### src/rtl/adc_spi_responder.sv
// SPI slave that models an ADC conversion port: serialises {stale, channel, sample}
// on sdo1 while collecting a 16-bit command word from sdi1 in the same frame.
//
// state   | meaning
// IDLE    | waiting for sync1 low; sdo1 held at 0
// SHIFT   | frame in progress, one bit out and one bit in per edge
// WAIT_HI | 16 bits done; waiting for sync1 high before the next frame
module adc_spi_responder #(
    parameter logic [2:0]  RESET_CH     = 3'd0,
    parameter logic [11:0] RESET_SAMPLE = 12'h000
) (
    input  logic        sclk,
    input  logic        rst_n,
    input  logic        sync1,
    input  logic        sdi1,
    output logic        sdo1,
    input  logic [11:0] sample_in,
    input  logic        sample_valid,
    output logic        sample_ready,
    output logic [2:0]  channel,
    output logic [15:0] cmd_word,
    output logic        frame_done,
    output logic        frame_abort
);

    localparam logic [1:0] IDLE    = 2'd0;
    localparam logic [1:0] SHIFT   = 2'd1;
    localparam logic [1:0] WAIT_HI = 2'd2;

    logic [1:0]  state;
    logic [4:0]  cnt;
    logic [14:0] tx_sr;
    logic [14:0] rx_sr;
    logic        hold_full;
    logic [11:0] hold_data;
    logic [11:0] last_sample;

    logic        accept;
    logic        frame_start;
    logic [15:0] frame_word;
    logic [15:0] rx_word;

    assign sample_ready = ~hold_full;
    assign accept       = sample_valid & ~hold_full;
    assign frame_start  = (state == IDLE) & ~sync1;
    // An empty holding register means the master gets the previous sample again, flagged stale.
    assign frame_word   = {~hold_full, channel, (hold_full ? hold_data : last_sample)};
    assign rx_word      = {rx_sr, sdi1};

    always_ff @(posedge sclk or negedge rst_n) begin
        if (!rst_n) begin
            state       <= IDLE;
            cnt         <= 5'd0;
            tx_sr       <= 15'd0;
            rx_sr       <= 15'd0;
            sdo1        <= 1'b0;
            hold_full   <= 1'b0;
            hold_data   <= 12'h000;
            last_sample <= RESET_SAMPLE;
            channel     <= RESET_CH;
            cmd_word    <= 16'h0000;
            frame_done  <= 1'b0;
            frame_abort <= 1'b0;
        end else begin
            frame_done  <= 1'b0;
            frame_abort <= 1'b0;

            // A sample arriving on the frame-start edge is kept for the next frame, never bypassed.
            if (accept) begin
                hold_full <= 1'b1;
                hold_data <= sample_in;
            end else if (frame_start && hold_full) begin
                hold_full <= 1'b0;
            end
            if (frame_start && hold_full) begin
                last_sample <= hold_data;
            end

            case (state)
                IDLE: begin
                    if (!sync1) begin
                        sdo1  <= frame_word[15];
                        tx_sr <= frame_word[14:0];
                        rx_sr <= {14'd0, sdi1};
                        cnt   <= 5'd1;
                        state <= SHIFT;
                    end else begin
                        sdo1 <= 1'b0;
                    end
                end
                SHIFT: begin
                    if (sync1) begin
                        frame_abort <= 1'b1;
                        sdo1        <= 1'b0;
                        cnt         <= 5'd0;
                        state       <= IDLE;
                    end else begin
                        sdo1  <= tx_sr[14];
                        tx_sr <= {tx_sr[13:0], 1'b0};
                        rx_sr <= rx_word[14:0];
                        cnt   <= cnt + 5'd1;
                        if (cnt == 5'd15) begin
                            cmd_word   <= rx_word;
                            frame_done <= 1'b1;
                            if (rx_word[15]) begin
                                channel <= rx_word[12:10];
                            end
                            state <= WAIT_HI;
                        end
                    end
                end
                WAIT_HI: begin
                    sdo1 <= 1'b0;
                    if (sync1) begin
                        cnt   <= 5'd0;
                        state <= IDLE;
                    end
                end
                default: begin
                    sdo1  <= 1'b0;
                    cnt   <= 5'd0;
                    state <= IDLE;
                end
            endcase
        end
    end

endmodule

### config.mk
export PLATFORM = sky130hd
export DESIGN_NAME = adc_spi_responder
export DESIGN_NICKNAME = d
export VERILOG_FILES = /design/src/rtl/adc_spi_responder.sv
export SDC_FILE = /design/constraint.sdc
export NUM_CORES = 1
export LEC_CHECK = 0
export ABC_CLOCK_PERIOD_IN_PS = 2600
export CAP_MARGIN = 40
export CORE_UTILIZATION = 56
export DETAILED_ROUTE_END_ITERATION = 12
export PLACE_DENSITY = 0.79
export REMOVE_ABC_BUFFERS = 1
export SYNTH_ARGS = -nofsm -noshare
export SYNTH_HDL_FRONTEND = slang
export SYNTH_SLANG_ARGS = --single-unit
### constraint.sdc
create_clock -name sclk -period 2.6 [get_ports sclk]
set_input_delay 0.39 -clock sclk [delete_from_list [all_inputs] [get_ports sclk]]
set_output_delay 0.39 -clock sclk [all_outputs]
set_load 0.01 [all_outputs]
==> metrics, run 1 <==
worst min path class=in -> async; reg2reg setup slack=0.57 ns; clock buffer depth=2; sequential element share of the synthesized area=58.31%; WL/cell=14.52 um; element type at the critical path end=flop; Fill cells=464; Setup Skew=0.008989 ns; number of H-tree levels=3; Leak Pwr=1.944 nW; Cells after Synth=297; setup TNS=0 ns; GPL Wtd Cong=0.7863; final period utilization=78.18%; Area contributors post-synth=dfrtp_1 58%, mux2_2 9.7%, nand2_1 5.1%; clk slew on worst S/H paths=0.08 ns; Most common cell on crit path=ha_1; clk_lat worst skew=0.35 ns; antenna-violating nets left=0; crit-path leading delay family=simple AND/OR/NAND/NOR gates; CTS resizes=0; Max Clk Rate=492.0 MHz; dpl cells=400; area leader, netlist=dfrtp_1; detailed-router iteration count before antenna repair=5; most frequent cell after synthesis=dfrtp_1; WL final=6041 um; reg2reg end=channel[2]; Max VDD drop=0.5243 mV; async set-reset flop share out of synthesis=100.0%; synthesis-stage register bit count=84; crit path cell chain=ha_1 > and3_1 > ha_1 > and4bb_1 > buf_4 > nand2_2 > mux2_2; Hold Vio Cnt, Final=0; first-pass GRT wire length=10320 um; synthesized cell area=3605 um2; main flop type after synthesis=dfrtp_1; die span in y=82.23 um; die area=6762 um2; Worst path slowest cell=dfrtp_1; synth warn=0; Root Buffer=clkbuf_8; via/cell ratio=5.502; Synth cell types=33; I/O pin total=40; Via Count=2289; TritonCTS clock tree=yes; # rows=28; Min Hold Slack=0.04820 ns; worst-path fanout max=18; setup bufs post-CTS=0; startpoint type of the worst setup path=flop; global route overflow=0; reg2reg path depth=7; GRT Overall Usage=20.80%; status=completed; type of the worst setup path=reg -> reg; Slew HR=50.57%; PD cells=713.6 nW/um2; Critical path buffers and inverters=1; fraction of layout cells with a size suffix above 1=19.35%; area taken by multi-input logic gates=1374 um2; fin nets=355; hold_buf cts=0; PnR worst setup slack=0.5674 ns; worst r2r src=cnt[0]; number of global-route vias before repair=2212; final slew viol count=0; Storage cell area=2102 um2; worst slack, placed=0.5505 ns; Layout area overhead=16.80%; Initial Util=59.48%; fraction of post-synthesis cell area in the top cell type by area=58.31%; core area=6061 um2; synth cell count leaders=84 x dfrtp_1, 49 x nand2_1, 31 x mux2_2; Final HPWL DP=4123 um; critical path's largest stage delay=0.42 ns; initial antenna violation count=0; DRC Markers=0; CTS buffer count=9; Slew @ Worst Pin=0.7414 ns; Port Buffers=39; fin crit period=2.033 ns; Crit path required time=2.84 ns; largest net degree at the start of global routing=49; Clock Sink Count=84; EDFF count, synth=0; # diodes=0; Power, Total=0.003005 W; RSZ-0062 raised after global routing=no; Die Width=82.23 um; iteration-0 DRC count of the detailed router=101; # setup viols final=0; Mean Syn Cell Area=12.14 um2; crit path DAT=2.27 ns; Post-Layout Cell Count=416; max-cap violations=0
[sequential cells by signal (all words and copies together), names as in the netlist]
name and flops:
channel 3, cmd_word 16, cnt 5, frame_abort 1, frame_done 1, hold_data 12, hold_full 1, last_sample 12
rx_sr 15, sdo1 1, state 2, tx_sr 15
[cell families after synthesis]
| logic type | synth area share, % |
|---|---|
| AND/OR/NAND/NOR | 11.70 |
| buffers and inverters | 3.575 |
| AO/OA/AOI/OAI | 6.074 |
| adder cells (fa/ha/maj) | 0.6941 |
| XOR/XNOR | 0.7290 |
| multiplexers | 18.92 |
| flip-flops | 58.31 |
[per-stage QoR]
| step | util [%] | area [um2] |
|---|---|---|
| floorplan | - | 3487 |
| global placement | 66.80 | 4049 |
| detailed placement | 66.80 | 4049 |
| CTS | 69.47 | 4210 |
| global route | 69.47 | 4210 |
| finish | 69.47 | 4210 |
[report_power, final]
| group | total, W | leakage, nW | internal, W | switching [W] |
|---|---|---|---|---|
| combinational | 0.000529 | 0.781 | 0.000302 | 0.000227 |
| clock | 0.000776 | 0.0803 | 0.000346 | 0.000430 |
| sequential | 0.00170 | 1.08 | 0.00155 | 0.000147 |
[final cells by class]
type	count	area share, %
clock buffer	12	3.210
clock inverter	4	0.6241
inverter	3	0.2675
multi-input combinational	190	32.63
sequential	84	49.93
tap	75	2.229
timing repair buffer	48	11.11
[worst reg2reg max path, stage by stage, from the launching register on]
cell      delay [ns]
dfrtp_1         0.42
ha_1            0.23
and3_1          0.18
ha_1            0.20
and4bb_1        0.21
buf_4           0.22
nand2_2         0.14
mux2_2          0.34
[metal layers]
metal	vias up	share of wire [%]	GRT usage (%)
met4	0	1.3	6.316
met1	1144	45	27.15
met5	-	0	0
met3	10	3.7	5.934
li1	1095	-	-
met2	40	50	33.72
[placed cells by master (no fill, tap or decap), drive strengths merged, types with 5 or more instances in the layout]
cell / Yosys / final
nand2: 50 / 50
clkbuf: 5 / 12
a211oi: 5 / 5
nor2b: 9 / 9
buf: 15 / 10
o21ai: 24 / 24
mux2: 49 / 49
dfrtp: 84 / 84
mux2i: 10 / 10
clkdlybuf4s50: 0 / 38
nor2: 5 / 5
nand3: 15 / 15
[worst max-delay path by stage]
stage / from / endpoint / slack, ns / depth (start not counted)
global placement: sync1 / channel[2] / 0.61 / 5
detailed placement: cnt[0] / channel[2] / 0.55 / 7
finish: cnt[0] / channel[2] / 0.57 / 7
CTS: cnt[0] / channel[2] / 0.55 / 7
global route: cnt[0] / channel[0] / 0.46 / 7
floorplan: state[0] / channel[0] / 0.21 / 3
Note: power is estimated with default switching activity, not from simulation.
==> run 2: changes to the inputs <==
Settings changed: ABC_CLOCK_PERIOD_IN_PS 2600 to 1700, CORE_UTILIZATION 56 to 50, PLACE_DENSITY 0.79 to 0.75.
Clock period 2.6 ns to 1.7 ns, I/O delays scaled along.
==> run 2 against run 1 <==
Clock-buffer cell count fell by 3. Fmax rose by 11%. Clock skew barely moved. Routed wire length rose by 14%. Worst setup slack got worse by 0.69 ns. Final area rose by 10%. Via count rose by 5.2%. The flow now finishes with violations (negative setup slack). Largest power group unchanged. Global-route usage rose by 0.73 points. Critical path type unchanged. Non-clock buffer count rose by 24.
==> metrics, run 2 (same netlist as run 1, synthesis figures left out) <==
most frequent cells in the layout=83 x dfrtp_1, 49 x nand2_1, 38 x clkdlybuf4s50_1; Max VDD drop=0.7501 mV; GPL Wtd Cong=0.7613; max-cap violations=0; worst min path class=in -> async; Leak Pwr=2.151 nW; failing checks=negative setup slack; RSZ-0062 raised after global routing=yes; # diodes=0; initial antenna violation count=0; WL/cell=14.97 um; Core Util, Final=67.63%; Initial Util=52.48%; CTS buffer count=9; startpoint type of the worst setup path=flop; # rows=30; Hold Vio Cnt, Final=0; final period utilization=107.2%; Slew HR=67.79%; Die Width=86.91 um; Max Clk Rate=548.5 MHz; clock buffer depth=2; PnR worst setup slack=-0.1231 ns; antenna-violating nets left=0; WL final=6899 um; global route overflow=0; largest net degree at the start of global routing=37; Crit path required time=1.95 ns; Via Count=2407; Final HPWL DP=4440 um; DRC Markers=0; I/O pin total=40; Layout area overhead=28.88%; element type at the critical path end=flop; TritonCTS clock tree=yes; final slew viol count=0; Clock Sink Count=84; fin nets=379; clk_lat worst skew=0.36 ns; Fill cells=503; Slew @ Worst Pin=0.4832 ns; commonest non-fill, non-tap cell in the layout=dfrtp_1; first-pass GRT wire length=12280 um; Root Buffer=clkbuf_8; # setup viols final=18; iteration-0 DRC count of the detailed router=99; fraction of layout cells with a size suffix above 1=26.58%; die span in y=86.91 um; Post-Layout Cell Count=461; Power, Total=0.005108 W; GRT Overall Usage=21.52%; crit path DAT=2.07 ns; Biggest register=cmd_word; largest registers=cmd_word: 16 flops, rx_sr: 15 flops, tx_sr: 15 flops; detailed-router iteration count before antenna repair=5; Largest register FFs=16; dpl cells=437; type of the worst setup path=reg -> reg; number of H-tree levels=3; Design Area, Final=4646 um2; core area=6869 um2; number of global-route vias before repair=2612; status=complete, but fails checks; dpl cell area=4258 um2; Min Hold Slack=0.4061 ns; fin crit period=1.823 ns; die area=7553 um2; PD cells=1100 nW/um2; worst-path fanout max=8; clk slew on worst S/H paths=0.09 ns; via/cell ratio=5.221; Port Buffers=39; Setup Skew=0.009376 ns
run 2: layout make-up:
cell class	count	area (um2)	area share [%]
Clock buffer	9	123.9	2.666
Inverter	3	11.26	0.2424
Multi-Input combinational cell	190	1429	30.76
Sequential cell	84	2103	45.27
Clock inverter	7	105.1	2.262
Timing Repair Buffer	72	753.2	16.21
Tap cell	96	120.1	2.586
run 2: metrics by stage:
step	setup TNS [ns]	setup slack [ns]
final	-1.746	-0.1231
after global routing	-2.918	-0.1860
after CTS	-1.940	-0.1335
after detailed placement	-3.735	-0.1279
after global placement	-2.437	-0.08882
after floorplan	-15.77	-0.6860
run 2: repair_timing:
| action | in CTS | in global routing |
|---|---|---|
| setup endpoints to repair | 19 | 19 |
| endpoints found under the hold margin | 34 | 0 |
| buffers inserted | 2 | 3 |
| hold buffers | 1 | 0 |
| pin swaps | 4 | 2 |
| cloned | 2 | 0 |
| gates resized for setup | 17 | 1 |
run 2: where the power goes:
part / internal (W) / switching [W] / total, W
sequential: 0.00237 / 0.000210 / 0.00259
clock: 0.000853 / 0.000764 / 0.00162
combinational: 0.000522 / 0.000384 / 0.000907
run 2: metal layers:
layer | vias up | wire, um | share of wire, % | GRT usage [%]
met2 | 46 | 3522 | 51 | 36.79
met4 | 0 | 96 | 1.4 | 8.939
met5 | - | 0 | 0 | 0
met1 | 1203 | 3101 | 45 | 26.98
met3 | 11 | 179 | 2.6 | 3.981
li1 | 1147 | - | - | -
run 2: worst paths after layout:
check	endpoint	start	slack (ns)	depth (start not counted)
max	cmd_word[6]	cnt[1]	-0.12	6
min	cnt[2]	rst_n	0.41	2
max reg2reg	cmd_word[6]	cnt[1]	-0.12	6
min reg2reg	tx_sr[2]	tx_sr[2]	0.49	2
max in group asynchronous	cnt[3]	rst_n	0.72	3
min in group sclk	tx_sr[2]	tx_sr[2]	0.49	2
run 2: worst max-delay path, cell delays in order, from the launching register on:
cell	delay, ns
dfrtp_1	0.37
ha_2	0.20
and3_4	0.18
ha_4	0.12
and4bb_4	0.37
buf_16	0.17
mux2_4	0.29
==> edit, RTL diff (settings of run 1) <==
Make the reset (`rst_n`) synchronous in one clocked block.
--- a/src/rtl/adc_spi_responder.sv
+++ b/src/rtl/adc_spi_responder.sv
@@ -47,7 +47,7 @@
     assign frame_word   = {~hold_full, channel, (hold_full ? hold_data : last_sample)};
     assign rx_word      = {rx_sr, sdi1};
 
-    always_ff @(posedge sclk or negedge rst_n) begin
+    always_ff @(posedge sclk) begin
         if (!rst_n) begin
             state       <= IDLE;
             cnt         <= 5'd0;
Function: differs if rst_n is asserted again (counterexample within 4 cycles, from zero or initial values and one cycle with rst_n low); with rst_n held inactive, the same outputs for 10 cycles.
==> edit against run 1 <==
Area after synthesis down 3.6%; routed wire length up 14%; synthesized cell count up 32%; worst hold slack better by 0.41 ns; maximum frequency up 12%; utilization down 2.0 points; clock skew down 0.0014 ns; sequential cell count unchanged; worst setup slack better by 0.22 ns; final area down 4.6%; highest routed layer unchanged.
Power is not compared: it rests on default switching activity, and its combinational part moved more than twofold at a synthesized area within 25%.
==> edit: results <==
set metrics [dict create \
    reg2reg_slack_ns 0.84 \
    drtIter0Drc 153 \
    cts_setup_buffers 0 \
    synthTopCellsByArea "dfxtp_1 (48%), nand2_1 (11%), a21oi_1 (6.8%), mux2_2 (4.2%), a22oi_1 (3.0%)" \
    nNetsFinal 441 \
    grt_usage_pct 23.3 \
    drive_above_1_share_pct 13.6 \
    ys_seq_area_share_pct 48.4 \
    min_path_type "flop to flop" \
    detail_route.first_pass.iterations 4 \
    grt_first_pass_wirelength_um 11800 \
    wl_per_cell_um 13.7 \
    grt_max_degree 51 \
    async_flop_share_pct 0 \
    yosysUniqueCellTypes 45 \
    worstPathArrival_ns 1.42 \
    synthTopCellsByCount "nand2_1 (100), dfxtp_1 (84), a21oi_1 (47)" \
    cpMaxStageDelayCell "dfxtp_1" \
    dpl.hpwl_um 4480 \
    syn_area_per_cell_um2 8.84 \
    placed_area_um2 3830 \
    place.gp.congestion 0.737 \
    grt_pass1_vias 2692 \
    status "complete, no violations" \
    finalClockSkew_ns 0.00754 \
    fillers 504 \
    path_delay_family "buffers and inverters" \
    num_vias 2803 \
    crit_path_max_incr_delay_ns 0.51 \
    max_slew_margin_pct 55.3 \
]
## edit: changes by cell type in the layout (fill, tap and decap cells not counted), sizes merged, moves of 7 or more
| cell | delta |
|---|---|
| nand3 | -13 |
| o21ai | -19 |
| a22oi | +11 |
| dfrtp | -84 |
| dfxtp | +84 |
| nand2 | +51 |
| a21oi | +54 |
| o221ai | +11 |
| mux2i | -7 |
| mux2 | -36 |
| nor2 | +20 |
## edit: layout make-up
type	count	area, um^2	share of cell area [%]
Timing Repair Buffer	50	473	11.8
Tap cell	75	93.8	2.34
Clock inverter	7	58.8	1.46
Clock buffer	9	124	3.08
Sequential cell	84	1680	41.9
Multi-Input combinational cell	272	1570	39.1
Inverter	4	15.0	0.374
## edit: per-stage QoR
step	utilization (%)	hold WS, ns	setup slack [ns]
4_1_cts	67.4	0.461	0.780
6_report	67.4	0.455	0.790
2_1_floorplan	-	0.434	0.749
5_1_grt	67.4	0.479	0.670
3_5_place_dp	64.4	0.448	0.479
3_3_place_gp	64.4	0.440	0.499
## edit: routing by layer
metal | GRT usage [%] | wire length [um]
met5 | 0 | 0
met4 | 10.2 | 126
met3 | 4.04 | 180
met2 | 41.0 | 3450
met1 | 27.8 | 3110
## edit: cell families (layout without fill, tap and decap cells)
family                   after synthesis  after routing  share of synthesized area, %
buffers and inverters                 37             70                          6.44
multiplexers                          16             16                          5.08
flip-flops                            84             84                          48.4
AO/OA/AOI/OAI                         97             97                          18.1
adder cells (fa/ha/maj)                3              3                          1.08
AND/OR/NAND/NOR                      156            156                          20.9
## edit: worst reg2reg max path, cell delays in order, from the launching register on
cell and delay, ns:
dfxtp_1 0.35, ha_1 0.23, and3_1 0.20, ha_1 0.26, or3b_1 0.36, a21o_1 0.17, a21oi_2 0.12
## edit: power by group through the flow
stage / clock (mW) / sequential (mW) / combinational (mW)
floorplan: 0 / 1.37 / 0.0980
global placement: 0 / 1.37 / 0.170
detailed placement: 0 / 1.37 / 0.174
CTS: 0.883 / 1.34 / 0.176
global route: 0.924 / 1.35 / 0.193
finish: 0.859 / 1.34 / 0.175
## edit: final timing paths
kind | startpoint | to | depth (start not counted)
worst min register to register | cmd_word[14]$_SDFFE_PN0P_ | cmd_word[14]$_SDFFE_PN0P_ | 2
worst max register to register | cnt[0]$_SDFFE_PN0P_ | cnt[4]$_SDFFE_PN0P_ | 6
worst max-delay path | hold_full$_SDFFE_PN0P_ | sample_ready | 2
worst min-delay path | cmd_word[14]$_SDFFE_PN0P_ | cmd_word[14]$_SDFFE_PN0P_ | 2
